[config.mk]
export PLATFORM = sky130hd
export DESIGN_NAME = bht_update_queue
export DESIGN_NICKNAME = d
export VERILOG_FILES = /design/src/rtl/lc3b_types.sv /design/src/rtl/bht_update_fifo.sv /design/src/rtl/bht_update_queue.sv
export SDC_FILE = /design/constraint.sdc
export NUM_CORES = 1
export LEC_CHECK = 0
export ABC_AREA = 1
export BUFFER_PORTS_ARGS = -buffer_cell sky130_fd_sc_hd__buf_2
export CORE_MARGIN = 2
export CORE_UTILIZATION = 50
export CTS_CLUSTER_SIZE = 12
export DETAILED_ROUTE_END_ITERATION = 7
export GPL_ROUTABILITY_DRIVEN = 0
export PLACE_DENSITY = 0.74
export RECOVER_POWER = 50
export SETUP_SLACK_MARGIN = 0.4
export SYNTH_ARGS = -nofsm -noshare
export SYNTH_HDL_FRONTEND = slang
export SYNTH_SLANG_ARGS = --single-unit
export TNS_END_PERCENT = 10
[constraint.sdc]
create_clock -name clk -period 1.9 [get_ports clk]
set_input_delay 0.38 -clock clk [delete_from_list [all_inputs] [get_ports clk]]
set_output_delay 0.38 -clock clk [all_outputs]
set_load 0.02 [all_outputs]
[src/rtl/lc3b_types.sv]
// Shared LC-3b type package.
// Provides the machine word type, the branch-history-table update record
// and the default depth of the update queue that feeds the BHT write port.
package lc3b_types;

  typedef logic [15:0] lc3b_word;

  // One resolved branch outcome headed for the local BHT.
  typedef struct packed {
    lc3b_word pc;
    logic     taken;
  } lc3b_bht_update;

  localparam int BHT_UPDATE_QUEUE_DEPTH = 4;

endpackage

[src/rtl/bht_update_fifo.sv]
// Generic DEPTH x DATA_W FIFO storage with read/write pointers and occupancy.
// The caller guarantees push only when not full and pop only when not empty;
// this block applies no policy of its own.
// Ports:
//   clk, rst_n   clock, asynchronous active-low reset (pointers/count only)
//   push, wdata  write wdata into the tail slot on the rising edge
//   pop          retire the head slot on the rising edge
//   rdata        head slot contents (combinational)
//   count        occupancy, 0..DEPTH
module bht_update_fifo #(
  parameter int DEPTH  = 4,
  parameter int DATA_W = 17
) (
  input  logic                      clk,
  input  logic                      rst_n,
  input  logic                      push,
  input  logic [DATA_W-1:0]         wdata,
  input  logic                      pop,
  output logic [DATA_W-1:0]         rdata,
  output logic [$clog2(DEPTH):0]    count
);

  localparam int PTR_W = $clog2(DEPTH);

  logic [DATA_W-1:0] mem [DEPTH];
  logic [PTR_W-1:0]  rd_ptr;
  logic [PTR_W-1:0]  wr_ptr;

  // Storage is deliberately left uncleared by reset; stale contents are
  // only visible while the queue reports empty.
  always_ff @(posedge clk) begin
    if (push) mem[wr_ptr] <= wdata;
  end

  // DEPTH is a power of two, so the pointers wrap naturally on overflow.
  always_ff @(posedge clk or negedge rst_n) begin
    if (!rst_n) begin
      rd_ptr <= '0;
      wr_ptr <= '0;
      count  <= '0;
    end else begin
      if (push) wr_ptr <= wr_ptr + PTR_W'(1);
      if (pop)  rd_ptr <= rd_ptr + PTR_W'(1);
      case ({push, pop})
        2'b10:   count <= count + (PTR_W+1)'(1);
        2'b01:   count <= count - (PTR_W+1)'(1);
        default: count <= count;
      endcase
    end
  end

  assign rdata = mem[rd_ptr];

endmodule

[src/rtl/bht_update_queue.sv]
// Branch history table update queue.
// Buffers resolved-branch outcomes from execute/mem and drains at most one
// per cycle into the local BHT write port when drain_en allows, so predictor
// writes never land in the middle of a fetch-side stall.
// Ports:
//   clk, rst_n                  clock, asynchronous active-low reset
//   in_valid, in_pc, in_taken   resolved branch outcome
//   in_ready                    queue not full (depends on count only)
//   drain_en                    pipeline permits a predictor update
//   write, write_pc, taken      predictor write port (combinational)
//   count                       occupancy, 0..DEPTH
// Optional: define BHT_UPDATE_QUEUE_STATS_EN to add saturating 16-bit
// enq_cnt (accepted enqueues) and drop_cnt (cycles with in_valid && !in_ready).
module bht_update_queue
  import lc3b_types::*;
#(
  parameter int DEPTH = BHT_UPDATE_QUEUE_DEPTH
) (
  input  logic                    clk,
  input  logic                    rst_n,
  input  logic                    in_valid,
  input  lc3b_word                in_pc,
  input  logic                    in_taken,
  output logic                    in_ready,
  input  logic                    drain_en,
  output logic                    write,
  output lc3b_word                write_pc,
  output logic                    taken,
`ifdef BHT_UPDATE_QUEUE_STATS_EN
  output logic [15:0]             enq_cnt,
  output logic [15:0]             drop_cnt,
`endif
  output logic [$clog2(DEPTH):0]  count
);

  localparam int PTR_W = $clog2(DEPTH);

  lc3b_bht_update wdata;
  lc3b_bht_update rdata;
  logic           push;
  logic           pop;

  // No full pass-through: a full queue refuses input even while draining,
  // which keeps in_ready a pure function of count.
  assign in_ready = (count != (PTR_W+1)'(DEPTH));
  assign push     = in_valid && in_ready;
  assign write    = (count != '0) && drain_en;
  assign pop      = write;

  assign wdata.pc    = in_pc;
  assign wdata.taken = in_taken;
  assign write_pc    = rdata.pc;
  assign taken       = rdata.taken;

  bht_update_fifo #(
    .DEPTH  (DEPTH),
    .DATA_W ($bits(lc3b_bht_update))
  ) u_fifo (
    .clk   (clk),
    .rst_n (rst_n),
    .push  (push),
    .wdata (wdata),
    .pop   (pop),
    .rdata (rdata),
    .count (count)
  );

`ifdef BHT_UPDATE_QUEUE_STATS_EN
  function automatic logic [15:0] sat_inc(input logic [15:0] v);
    return (v == 16'hFFFF) ? v : v + 16'd1;
  endfunction

  always_ff @(posedge clk or negedge rst_n) begin
    if (!rst_n) begin
      enq_cnt  <= '0;
      drop_cnt <= '0;
    end else begin
      if (push)                  enq_cnt  <= sat_inc(enq_cnt);
      if (in_valid && !in_ready) drop_cnt <= sat_inc(drop_cnt);
    end
  end
`endif

endmodule

==> flow_summary_export.csv, run 1 <==
group,metric,value,unit
routing,top_layer,"met4",
routing,wl_met3,358,um
sta,fmax,0.523,GHz
die,die_area,7040,um^2
grt,overflow,0,
power_and_ir_drop,p_comb_frac,0.487,
placement,placement.io_buffers,42,
routing,drt_wl_total,5990,um
die,core,6280,um^2
yosys,synth-seq-cells,75,
clock_network,cts_tree,"yes",
yosys,syn_nets,284,
routing,viasPerCell,5.02,
die,die_w,83.9,um
worst_setup_path,critPathRequiredTime,1.52,ns
layout,final_area,4030,um^2
routing,ant_nets,0,
placement,dpl.cell_count,372,
power_and_ir_drop,clockPowerShare,0.166,
clock_network,clk_latency,0.33,ns
sta,period_share,1.01,
power_and_ir_drop,vdd_drop_max,1.04,mV
sta,slew_viol_final,0,
layout,diodes,0,
routing,drtIter0Drc,137,
clock_network,max-clock-path-buffers,2,
worst_hold_path,hp-class,"input pin to flop",
grt,grt_pass1_vias,1979,
power_and_ir_drop,p_leak,0.00165,uW
routing,dr.pass1.iters,4,
routing,vias,1999,
layout,nets,343,
grt,grt_max_degree,35,
sta,rsz0062_at_grt,"true",
worst_setup_path,worstPathArrival,1.53,ns
routing,route.layer.met1.wl,2370,um
placement,postPlaceCellArea,3500,um^2
sta,fin_crit,1.91,ns
grt,grt_use_total,0.170,
routing,route.met2.wl,3190,um
flow_run,maxCapViolations,0,
worst_setup_path,cp-start-kind,"flop",
die,die_h,83.9,um
clock_network,htree_levels,3,
yosys,syn_area,3190,um^2
worst_setup_path,critical_path_class,"flop to primary output",
yosys,yosysTopAreaCellShare,0.639,
routing,wire_per_inst,15.1,um
layout,area_growth,26.2,%
die,initial_core_util,0.509,
die,placementRows,29,
sta,skew,0.00494,ns
power_and_ir_drop,p_int,4220,uW
clock_network,cts.sinks,75,
yosys,avgSynthCellArea,12.4,um^2
power_and_ir_drop,switching_share,0.373,
layout,final-instance-count-excl-fill,398,
power_and_ir_drop,pwr_density_cell,1670,nW/um^2
clock_network,cts.clk_slew.worst_paths,0.07,ns
status,failed_checks,"setup timing",
sta,hold_viol,0,
sta,setup_ws,-0.0111,ns
sta,setup_viol,1,
power_and_ir_drop,power_switching,2510,uW
sta,slew_headroom,0.715,
yosys,synthDistinctLibCells,20,
die,ios,43,
worst_setup_path,critPathMaxFanout,4,
yosys,seq_area_frac_synth,0.694,
yosys,synth_area_leader_cell,"edfxtp_1",
grt,grt_pass1_wl,8980,um
yosys,yosys_warnings,0,
clock_network,numCtsBuffers,9,
layout,drive_gt1_frac,0.287,
status,status,"finished, violations left",
sta,tightestPinTransition,0.427,ns
grt,antenna_found_initial,0,
clock_network,clock-root-buffer,"clkbuf_8",
sta,fin_hold_ws,0.299,ns
yosys,synth_area_leaders,"edfxtp_1 (64%), nand2_1 (7.9%), o211ai_1 (7.5%), inv_1 (5.5%), dfrtp_1 (5.5%)",
placement,place_hpwl,3220,um
power_and_ir_drop,seqPwrFrac,0.347,
routing,drc,0,
yosys,syn_inst,257,
worst_setup_path,endpoint_kind,"primary output",
==> per-stage QoR <==
step | util | total power (uW) | setup TNS, ns | setup WS [ns]
after floorplan | - | 4160 | 0 | 0.206
after global placement | 0.558 | 4650 | 0 | 0.293
after detailed placement | 0.558 | 4720 | 0 | 0.220
after CTS | 0.629 | 6540 | -0.0400 | -0.0121
after global routing | 0.642 | 7100 | -1.20 | -0.116
final | 0.642 | 6730 | -0.0111 | -0.0111
==> path summary, 6_finish.rpt <==
kind                       slack [ns]  depth (start not counted)                           end                         start
min in group asynchronous        0.49                          2  u_fifo.wr_ptr[0]$_DFFE_PN0P_                         rst_n
hold / removal                   0.30                          1    u_fifo.mem[2][5]$_DFFE_PP_                      in_pc[4]
setup reg to reg                 0.21                         10   u_fifo.count[2]$_DFFE_PN0P_   u_fifo.count[0]$_DFFE_PN0P_
max in group asynchronous        1.09                          2   u_fifo.count[1]$_DFFE_PN0P_                         rst_n
setup / recovery                -0.01                          7                   write_pc[1]  u_fifo.rd_ptr[0]$_DFFE_PN0P_
hold reg to reg                  0.51                          1   u_fifo.count[0]$_DFFE_PN0P_   u_fifo.count[0]$_DFFE_PN0P_
==> cells in the mapped netlist, drive strengths merged <==
library cell and n:
nand2 69, o21ai 1, o211ai 34, fa 1, nand3 7, nor2 4
xnor2 1, nand4 1, inv 49, edfxtp 68, buf 10, ha 5
dfrtp 7
==> state kept, by name, summed over array words and instances, names as in the netlist <==
signal,cells
u_fifo.rd_ptr,2
u_fifo.wr_ptr,2
u_fifo.mem,68
u_fifo.count,3
==> what timing repair did <==
item	4_1_cts	5_1_grt
setup endpoints to repair	21	38
pin swaps	18	13
hold buffers	1	0
gates cloned	2	3
resized for setup	48	9
setup buffers	4	0
hold endpoints to repair	7	0
==> cells by family after synthesis <==
family,count (synthesis),synth area share
DFF,75,0.694
buffers and inverters,59,0.0909
adders and majority gates,6,0.0259
and+or+nand+nor,81,0.102
AOI/OAI and AO/OA,35,0.0846
xor gates and xnor gates,1,0.00274
==> worst max-delay path: stages (launching register included) <==
cell and delay, ns:
dfrtp_1 0.41, inv_4 0.13, buf_12 0.14, clkbuf_16 0.13, nand2_1 0.06, o211ai_1 0.10
nand2_1 0.09, buf_6 0.14
==> per-layer routing <==
metal,vias up,GRT usage
li1,996,-
met1,938,0.184
met2,58,0.300
met3,7,0.0475
met4,0,0.0894
met5,-,0
==> cell type report <==
class,count,area (um^2)
clock buffers,10,128
multi-input cells,123,795
well taps,77,96.3
inverters,49,196
clock inverters,6,56.3
repair buffers,58,538
flip-flops and latches,75,2220
fillers,464,2250
==> power groups by stage <==
stage	registers, uW	logic (uW)	clock network [uW]
floorplan	2390	1770	0
global placement	2350	2300	0
detailed placement	2370	2350	0
CTS	2340	3060	1140
global route	2370	3530	1190
finish	2340	3270	1120
==> cells in the final DEF, fill, tap and decap left out, drive strengths merged <==
master       synthesis  layout
o211ai              34      34
nand2               69      69
o21ai                1       1
clkinv               0       4
clkinvlp             0       1
ha                   5       5
nand3                7       7
fa                   1       1
edfxtp              68      68
dlygate4sd3          0       1
clkbuf               0      31
nor2                 4       4
dfrtp                7       7
nand4                1       1
buf                 10      36
inv                 49      49
bufinv               0       1
xnor2                1       1
Note: power is estimated with default switching activity, not from simulation.
==> inputs of run 2 (changes only) <==
CAP_MARGIN = 25   (was default)
PLACE_DENSITY = 0.71   (was 0.74)
SYNTH_HIERARCHICAL = 1   (was default)
clock period = 2 ns   (was 1.9 ns; I/O delays follow)
==> flow_summary_export.csv, run 2 <==
group,metric,value,unit
placement,placement.io_buffers,42,
yosys,synth_edf_count,68,
clock_network,max-clock-path-buffers,2,
sta,skew,0.00766,ns
worst_setup_path,critPathMaxStageDelay,0.49,ns
die,die_area,7070,um^2
power_and_ir_drop,pwr_density_cell,1580,nW/um^2
yosys,syn_area,3200,um^2
die,core,6280,um^2
layout,final_area,3810,um^2
sta,slew_headroom,0.703,
clock_network,clock-root-buffer,"clkbuf_8",
yosys,syn_inst,252,
grt,grt_pass1_vias,1940,
layout,area_growth,18.9,%
grt,grt_pass1_wl,9140,um
power_and_ir_drop,total_power,6030,uW
yosys,synth_common_cells,"edfxtp_1 (68), nand2_1 (63), inv_1 (50)",
sta,tightestPinTransition,0.445,ns
sta,setup_tns,0,ns
layout,diodes,0,
flow_run,maxCapViolations,0,
routing,ant_nets,0,
worst_setup_path,r2r_start,"u_fifo/count[2]$_DFFE_PN0P_",
yosys,yosysMostFrequentCell,"edfxtp_1",
clock_network,htree_levels,3,
clock_network,clk_latency,0.34,ns
routing,drt_wl_total,5650,um
worst_setup_path,critPathRequiredTime,1.60,ns
routing,vias,1912,
layout,final_common_cell,"edfxtp_1",
layout,drive_gt1_frac,0.212,
sta,fmax,0.537,GHz
clock_network,cts_tree,"yes",
routing,drc,0,
worst_setup_path,cp-start-kind,"flop",
layout,reg_top3,"u_fifo/mem (68), u_fifo/count (3)",
grt,grt_use_total,0.172,
sta,fin_hold_ws,0.311,ns
status,status,"finished, final reports clean",
die,ios,43,
routing,dr.pass1.iters,4,
yosys,synth_area_leaders,"edfxtp_1 (64%), nand2_1 (7.4%), o211ai_1 (7.3%), inv_1 (5.9%), dfrtp_1 (5.5%)",
worst_hold_path,hold_end,"u_fifo/mem[2][12]$_DFFE_PP_",
worst_setup_path,cp_cell_sequence,"clkbuf_16 -> o211ai_1 -> nand2_1 -> buf_2",
worst_setup_path,r2r_end,"u_fifo/count[2]$_DFFE_PN0P_",
layout,regMostFlops,"u_fifo/mem",
sta,slew_viol_final,0,
layout,nets,338,
worst_setup_path,crit_slowest_cell,"dfrtp_2",
die,die_w,84.1,um
worst_setup_path,critPathMaxFanout,20,
yosys,synth_area_leader_cell,"edfxtp_1",
power_and_ir_drop,p_leak,0.00160,uW
layout,final_cell_mix,"edfxtp_1 (68), nand2_1 (63), inv_1 (48)",
worst_setup_path,critical_path_class,"flop to primary output",
grt,grt_max_degree,41,
yosys,avgSynthCellArea,12.7,um^2
clock_network,numCtsBuffers,9,
layout,n_fill_cell,505,
yosys,synth-seq-cells,75,
sta,rsz0062_at_grt,"true",
grt,overflow,0,
yosys,yosysTopAreaCellShare,0.637,
yosys,seq_area_frac_synth,0.692,
placement,postPlaceCellArea,3540,um^2
worst_hold_path,min_from,"in_pc[11]",
worst_setup_path,reg2reg_setup_slack,0.20,ns
routing,wire_per_inst,14.4,um
clock_network,cts.clk_slew.worst_paths,0.08,ns
clock_network,cts.sinks,75,
routing,drtIter0Drc,110,
die,die_h,84.1,um
worst_hold_path,min_path_cells,1,
sta,period_share,0.931,
yosys,yosys_warnings,6,
sta,setup_viol,0,
yosys,synthDistinctLibCells,20,
die,initial_core_util,0.510,
sta,fin_crit,1.86,ns
placement,place_hpwl,3670,um
worst_setup_path,r2r_cells,9,
yosys,synthArstFlopShare,0.0933,
worst_setup_path,endpoint_kind,"primary output",
worst_setup_path,worstPathArrival,1.46,ns
power_and_ir_drop,vdd_drop_max,0.778,mV
worst_setup_path,critPathBufInv,2,
worst_hold_path,hp-class,"input pin to flop",
worst_setup_path,cp_top_family,"flip-flops",
routing,viasPerCell,4.87,
grt,antenna_found_initial,0,
yosys,syn_nets,279,
worst_setup_path,crit_cells,4,
yosys,synth_flop_cell,"edfxtp_1",
layout,largest_reg_flops,68,
sta,hold_viol,0,
die,placementRows,29,
[run 2: where the power goes]
part           switching [uW]  total (uW)  internal [uW]
clock network             543        1370            826
registers                 204        2300           2100
logic                    1470        2360            896
[run 2: timing repair]
action / in CTS / in global routing
buffers inserted: 3 / 0
pin swaps: 3 / 3
gates resized for setup: 4 / 0
endpoints found under the setup margin: 52 / 74
cloned: 0 / 1
hold endpoints to repair: 7 / 0
hold buffers: 1 / 0
[run 2: cells by family (layout without fill, tap and decap cells)]
logic type                 after synthesis  in the layout  share of synthesized area
DFF                                     75             75                      0.692
and+or+nand+nor                         66             66                     0.0793
buffers and inverters                   63            127                      0.100
AOI/OAI and AO/OA                       38             38                     0.0918
adders and majority gates                6              6                     0.0258
xor gates and xnor gates                 4              4                     0.0109
[run 2: worst reg2reg max path: stages (launching register included)]
cell	delay, ns
dfrtp_2	0.41
inv_1	0.05
a21oi_1	0.38
ha_4	0.21
inv_2	0.04
fa_2	0.33
nand2_1	0.10
nand3_1	0.08
nand2_1	0.06
nand2_1	0.04
[run 2: area by class of cell]
type                            instances  area, um^2  share of cell area
Clock buffer                            9         124              0.0325
Tap cell                               77        96.3              0.0253
Multi-Input combinational cell        114         682               0.179
Sequential cell                        75        2220               0.584
Timing Repair Buffer                   60         369              0.0969
Clock inverter                          7         116              0.0305
Inverter                               51         199              0.0522
[run 2: worst max-delay path by stage]
| stage | startpoint | slack [ns] | end |
|---|---|---|---|
| finish | u_fifo/rd_ptr[0]$_DFFE_PN0P_ | 0.14 | write_pc[9] |
| global route | u_fifo/count[2]$_DFFE_PN0P_ | 0.05 | u_fifo/count[2]$_DFFE_PN0P_ |
| CTS | u_fifo/rd_ptr[0]$_DFFE_PN0P_ | 0.16 | write_pc[7] |
| detailed placement | u_fifo/count[0]$_DFFE_PN0P_ | 0.32 | u_fifo/count[2]$_DFFE_PN0P_ |
| global placement | u_fifo/count[0]$_DFFE_PN0P_ | 0.37 | u_fifo/count[2]$_DFFE_PN0P_ |
| floorplan | u_fifo/count[0]$_DFFE_PN0P_ | 0.25 | u_fifo/count[1]$_DFFE_PN0P_ |
[run 2: per-layer routing]
| layer | routed length, um | GRT usage | vias up |
|---|---|---|---|
| met2 | 2820 | 0.278 | 41 |
| met4 | 130 | 0.0821 | 0 |
| li1 | - | - | 966 |
| met5 | 0 | 0 | - |
| met3 | 256 | 0.0366 | 10 |
| met1 | 2440 | 0.222 | 895 |
[run 2: metrics by stage]
step / std cells / util / setup slack, ns
after floorplan: 252 / - / 0.251
after global placement: 372 / 0.564 / 0.372
after detailed placement: 372 / 0.564 / 0.317
after CTS: 392 / 0.609 / 0.160
after global routing: 393 / 0.607 / 0.0507
final: 393 / 0.607 / 0.138
